==> src/rtl/reg_bank_wb.sv <==
// rtl/reg_bank_wb.sv - 32-entry register file with writeback bypass and stack-pointer reset value
// Entry 0 is hard zero; reads see a same-cycle write (write-first).
module reg_bank_wb #(
  parameter int                DATA_W   = 32,
  parameter int                SP_IDX   = 29,
  parameter logic [DATA_W-1:0] SP_INIT  = 32'h0000_03FC,
  parameter bit                REG_READ = 1'b0
) (
  input  logic              clk,
  input  logic              rst,
  input  logic [4:0]        rs_addr,
  input  logic [4:0]        rt_addr,
  input  logic [4:0]        wr_addr,
  input  logic [DATA_W-1:0] wr_data,
  input  logic              wr_en,
  output logic [DATA_W-1:0] rs_data,
  output logic [DATA_W-1:0] rt_data,
  output logic              wr_done
);

  logic [DATA_W-1:0] regs_q [32];
  logic [DATA_W-1:0] regs_d [32];
  logic              wr_done_q, wr_done_d;
  logic              wr_eff;
  logic [DATA_W-1:0] rs_val, rt_val;

  assign wr_eff = wr_en && (wr_addr != 5'd0);

  always_comb begin
    regs_d = regs_q;
    if (wr_eff) regs_d[wr_addr] = wr_data;
    regs_d[0] = '0;
    wr_done_d = wr_eff;
  end

  // Bypass so decode sees the value retiring in writeback this cycle.
  always_comb begin
    rs_val = regs_q[rs_addr];
    if (wr_eff && (wr_addr == rs_addr)) rs_val = wr_data;
    if (rs_addr == 5'd0) rs_val = '0;
    rt_val = regs_q[rt_addr];
    if (wr_eff && (wr_addr == rt_addr)) rt_val = wr_data;
    if (rt_addr == 5'd0) rt_val = '0;
  end

  always_ff @(posedge clk or negedge rst) begin
    if (!rst) begin
      for (int i = 0; i < 32; i++) begin
        regs_q[i] <= (i == SP_IDX) ? SP_INIT : '0;
      end
      wr_done_q <= 1'b0;
    end else begin
      regs_q    <= regs_d;
      wr_done_q <= wr_done_d;
    end
  end

  assign wr_done = wr_done_q;

  if (REG_READ) begin : g_reg_read
    logic [DATA_W-1:0] rs_data_q, rt_data_q;

    always_ff @(posedge clk or negedge rst) begin
      if (!rst) begin
        rs_data_q <= '0;
        rt_data_q <= '0;
      end else begin
        rs_data_q <= rs_val;
        rt_data_q <= rt_val;
      end
    end

    assign rs_data = rs_data_q;
    assign rt_data = rt_data_q;
  end else begin : g_comb_read
    assign rs_data = rs_val;
    assign rt_data = rt_val;
  end

endmodule

==> config.mk <==
export PLATFORM = sky130hd
export DESIGN_NAME = reg_bank_wb
export DESIGN_NICKNAME = d
export VERILOG_FILES = /design/src/rtl/reg_bank_wb.sv
export SDC_FILE = /design/constraint.sdc
export NUM_CORES = 2
export LEC_CHECK = 0
export CAP_MARGIN = 20
export CORE_ASPECT_RATIO = 1.75
export CORE_MARGIN = 2
export CORE_UTILIZATION = 56
export CTS_CLUSTER_SIZE = 28
export DETAILED_ROUTE_END_ITERATION = 10
export PLACE_DENSITY = 0.74
export SKIP_LAST_GASP = 1
export SLEW_MARGIN = 20
export SYNTH_ARGS = -nofsm -noshare
export SYNTH_HDL_FRONTEND = slang
export SYNTH_SLANG_ARGS = --single-unit
export TNS_END_PERCENT = 30
==> constraint.sdc <==
create_clock -name clk -period 5.2 [get_ports clk]
set_clock_uncertainty 0.05 [all_clocks]
set_input_delay 1.56 -clock clk [delete_from_list [all_inputs] [get_ports clk]]
set_output_delay 1.56 -clock clk [all_outputs]
set_load 0.01 [all_outputs]
==> metrics.csv <==
metric;value;unit
grt_pass1_wl;256;mm
overflow;0;
rows;150;
drv_slew;0;
routed_wl;174;mm
synth_seq_cells;993;
antenna_found_initial;7;
nets;4108;
io_pins;115;
core_area;95200;µm²
start_kind;input pin;
routedWlPerCell;32.6;µm
gp_congestion;0.915;
grt_max_degree;110;
avgViaCountPerCell;7.05;
slew_headroom;0.375;
stdcell_count;5346;
initial_core_util;0.563;
power_frac_seq;0.461;
syn-instance-count;3723;
cts_buffers;89;
pwr_density_cell;356;nW/µm²
slowest_stage;clkdlybuf4s50_1;
htree_levels;3;
synth-xor-area-share;0.00164;
final-hold-violation-count;0;
drive_gt1_frac;0.542;
slowest_delay;0.55;ns
drtIter0Drc;3832;
crit_chain;buf_16, buf_16, nor2b_4, buf_12, buf_4, a221oi_1, nor3_1, o21ai_0, buf_4, nand3_1, clkdlybuf4s50_1;
yosys.area_share.simple;0.0365;
dp_cells;5143;
crit_arrival;3.91;ns
synth_compound_area_frac;0.0426;
critPathBufInv;6;
clk_latency;0.69;ns
hp-class;reg -> reg;
setup_viol;41;
synth.yosys.warnings;0;
setup_ws;-0.321;ns
cts_buffer_depth;3;
ir_worst_vdd;265;µV
post-dp-hpwl;115;mm
tightest_slew;0.938;ns
clkPwrFrac;0.304;
cts-root-buf;clkbuf_16;
grt_pass1_vias;39455;
die_w;238;µm
startpoint;rt_addr[0];
cts_sinks;993;
critPathKind;in -> out;
synth-seq-area-share;0.464;
crit_required;3.59;ns
synthMuxAreaShare;0.421;
p_comb_frac;0.235;
track_usage;0.357;
avgSynthCellArea;14.4;µm²
dieArea;98200;µm²
cp-end-kind;output pin;
ant_nets;0;
synth_top_family_by_area;multiplexers;
power_switching_share;0.278;
cp_top_family;buffers and inverters;
synthDistinctLibCells;48;
synth_area;53500;µm²
critPathMaxFanout;14;
cts_tree;yes;
timing.final.crit_share;1.06;
p_int;0.0163;W
reg2reg_from;regs_q[750];
switchingPower;0.00629;W
maxCapViolCount;0;
rsz0062_at_grt;true;
violations;setup timing;
leakage;27.9;nW
status;complete, but fails checks;
setup_tns;-6.68;ns
die_y;413;µm
max_freq;181;MHz
area_growth;18.7;%
async_reset_ff_frac;1.00;
firstDrtPassIters;5;
hp-start;regs_q[896];
synth-adder-area-share;0;
synth_edf_count;0;
ys.flop_type;dfrtp_1;
synthesis.nets;3773;
period_minus_slack;5.52;ns
remaining_drc_errors;0;
port_buffers;114;
clkSlewWorstSetupHoldPaths;0.06;ns
vias;37680;
==> power by group through the flow <==
| stage | Clock (W) | Sequential (W) | Combinational, W |
|---|---|---|---|
| after detailed placement | 0 | 0.0105 | 0.00518 |
| after global placement | 0 | 0.0103 | 0.00504 |
| after CTS | 0.00693 | 0.0103 | 0.00526 |
| final | 0.00686 | 0.0104 | 0.00532 |
| after floorplan | 0 | 0.0100 | 0.00365 |
| after global routing | 0.00722 | 0.0106 | 0.00565 |
==> cell usage after synthesis, types with 7 or more instances <==
cell type | n | area [µm²]
mux2_2 | 1007 | 11300
dfrtp_1 | 985 | 24600
mux4_2 | 453 | 10200
clkbuf_1 | 216 | 811
nand2_1 | 143 | 537
buf_2 | 130 | 651
o21ai_0 | 120 | 601
mux2i_1 | 100 | 1000
nor2_1 | 83 | 312
a221oi_1 | 58 | 508
nor3_1 | 55 | 275
nand3_1 | 46 | 230
nor2b_1 | 33 | 206
o211ai_1 | 33 | 248
a31oi_1 | 27 | 169
o22ai_1 | 26 | 163
buf_4 | 25 | 188
a22o_1 | 20 | 175
buf_1 | 20 | 75.1
o221ai_1 | 20 | 175
a22oi_1 | 16 | 120
nand2_2 | 12 | 75.1
dfstp_2 | 8 | 210
inv_1 | 8 | 30.0
or3_1 | 8 | 50.1
xor2_1 | 8 | 70.1
a21oi_1 | 7 | 35.0
nand2b_1 | 7 | 43.8
nor4_1 | 7 | 43.8
==> metrics by stage <==
step / setup slack [ns] / utilization / power, W / area (µm²) / hold slack [ns]
6_report: -0.321 / 0.668 / 0.0226 / 63500 / 0.455
5_1_grt: -0.322 / 0.668 / 0.0234 / 63500 / 0.484
4_1_cts: -0.255 / 0.663 / 0.0225 / 63100 / 0.451
3_5_place_dp: -0.687 / 0.626 / 0.0157 / 59600 / 0.437
3_3_place_gp: -0.675 / 0.626 / 0.0154 / 59600 / 0.425
2_1_floorplan: 0.318 / - / 0.0137 / 53500 / 0.410
==> cell type report <==
cell class / count / area [µm²]
Antenna cell: 3 / 7.51
Clock buffer: 127 / 2630
Clock inverter: 33 / 347
Fill cell: 6501 / 31600
Inverter: 8 / 30.0
Multi-Input combinational cell: 2325 / 27200
Sequential cell: 993 / 24900
Tap cell: 1216 / 1520
Timing Repair Buffer: 641 / 6890
==> routing by layer <==
| layer | global-route usage | up-vias | wire length, µm |
|---|---|---|---|
| li1 | - | 14965 | - |
| met1 | 0.437 | 19935 | 61900 |
| met2 | 0.574 | 2125 | 84300 |
| met3 | 0.0722 | 647 | 14500 |
| met4 | 0.247 | 8 | 13500 |
| met5 | 0 | - | 54 |
==> cells by family after synthesis <==
kind of cell	Yosys count
simple gates	418
mux	1560
buf+inv	405
compound gates	337
xor+xnor	10
flops	993
==> path summary, 6_finish.rpt <==
| kind | slack [ns] | to | cells past startpoint |
|---|---|---|---|
| worst max register to register | 4.33 | regs_q[750] | 1 |
| max in group asynchronous | 2.90 | regs_q[908] | 2 |
| worst min-delay path | 0.46 | regs_q[896] | 2 |
| worst max-delay path | -0.32 | rt_data[9] | 11 |
| min in group asynchronous | 0.86 | regs_q[135] | 1 |
| worst min register to register | 0.46 | regs_q[896] | 2 |
==> state kept, by name (all words and copies together), names as in the netlist <==
signal,cells
wr_done,1
regs_q,992
==> layout by cell type (no fill, tap or decap), types with 15 or more instances in the layout <==
| cell | Yosys | layout |
|---|---|---|
| nand3_1 | 46 | 43 |
| nand2_2 | 12 | 17 |
| mux2i_1 | 100 | 97 |
| buf_12 | 0 | 101 |
| nor2_4 | 0 | 16 |
| clkinv_2 | 0 | 19 |
| mux2_2 | 1007 | 1007 |
| o211ai_1 | 33 | 33 |
| nor2_1 | 83 | 64 |
| clkdlybuf4s50_1 | 0 | 64 |
| nand2_1 | 143 | 138 |
| o22ai_1 | 26 | 25 |
| mux4_2 | 453 | 453 |
| dlygate4sd2_1 | 0 | 16 |
| a31oi_1 | 27 | 21 |
| a22oi_1 | 16 | 16 |
| nor2b_1 | 33 | 30 |
| dfrtp_1 | 985 | 985 |
| a221oi_1 | 58 | 57 |
| clkbuf_1 | 216 | 15 |
| nor3_1 | 55 | 46 |
| buf_16 | 0 | 15 |
| o221ai_1 | 20 | 18 |
| clkbuf_16 | 0 | 97 |
| buf_4 | 25 | 397 |
| clkbuf_8 | 0 | 21 |
| a22o_1 | 20 | 20 |
| o21ai_0 | 120 | 113 |
==> what timing repair did <==
| action | CTS | global route |
|---|---|---|
| buffers inserted | 14 | 17 |
| endpoints found under the setup margin | 64 | 62 |
| resized for setup | 91 | 42 |
| cloned | 4 | 5 |
| hold buffers | 0 | 0 |
| pin swaps | 11 | 5 |
Note: power is estimated with default switching activity, not from simulation.
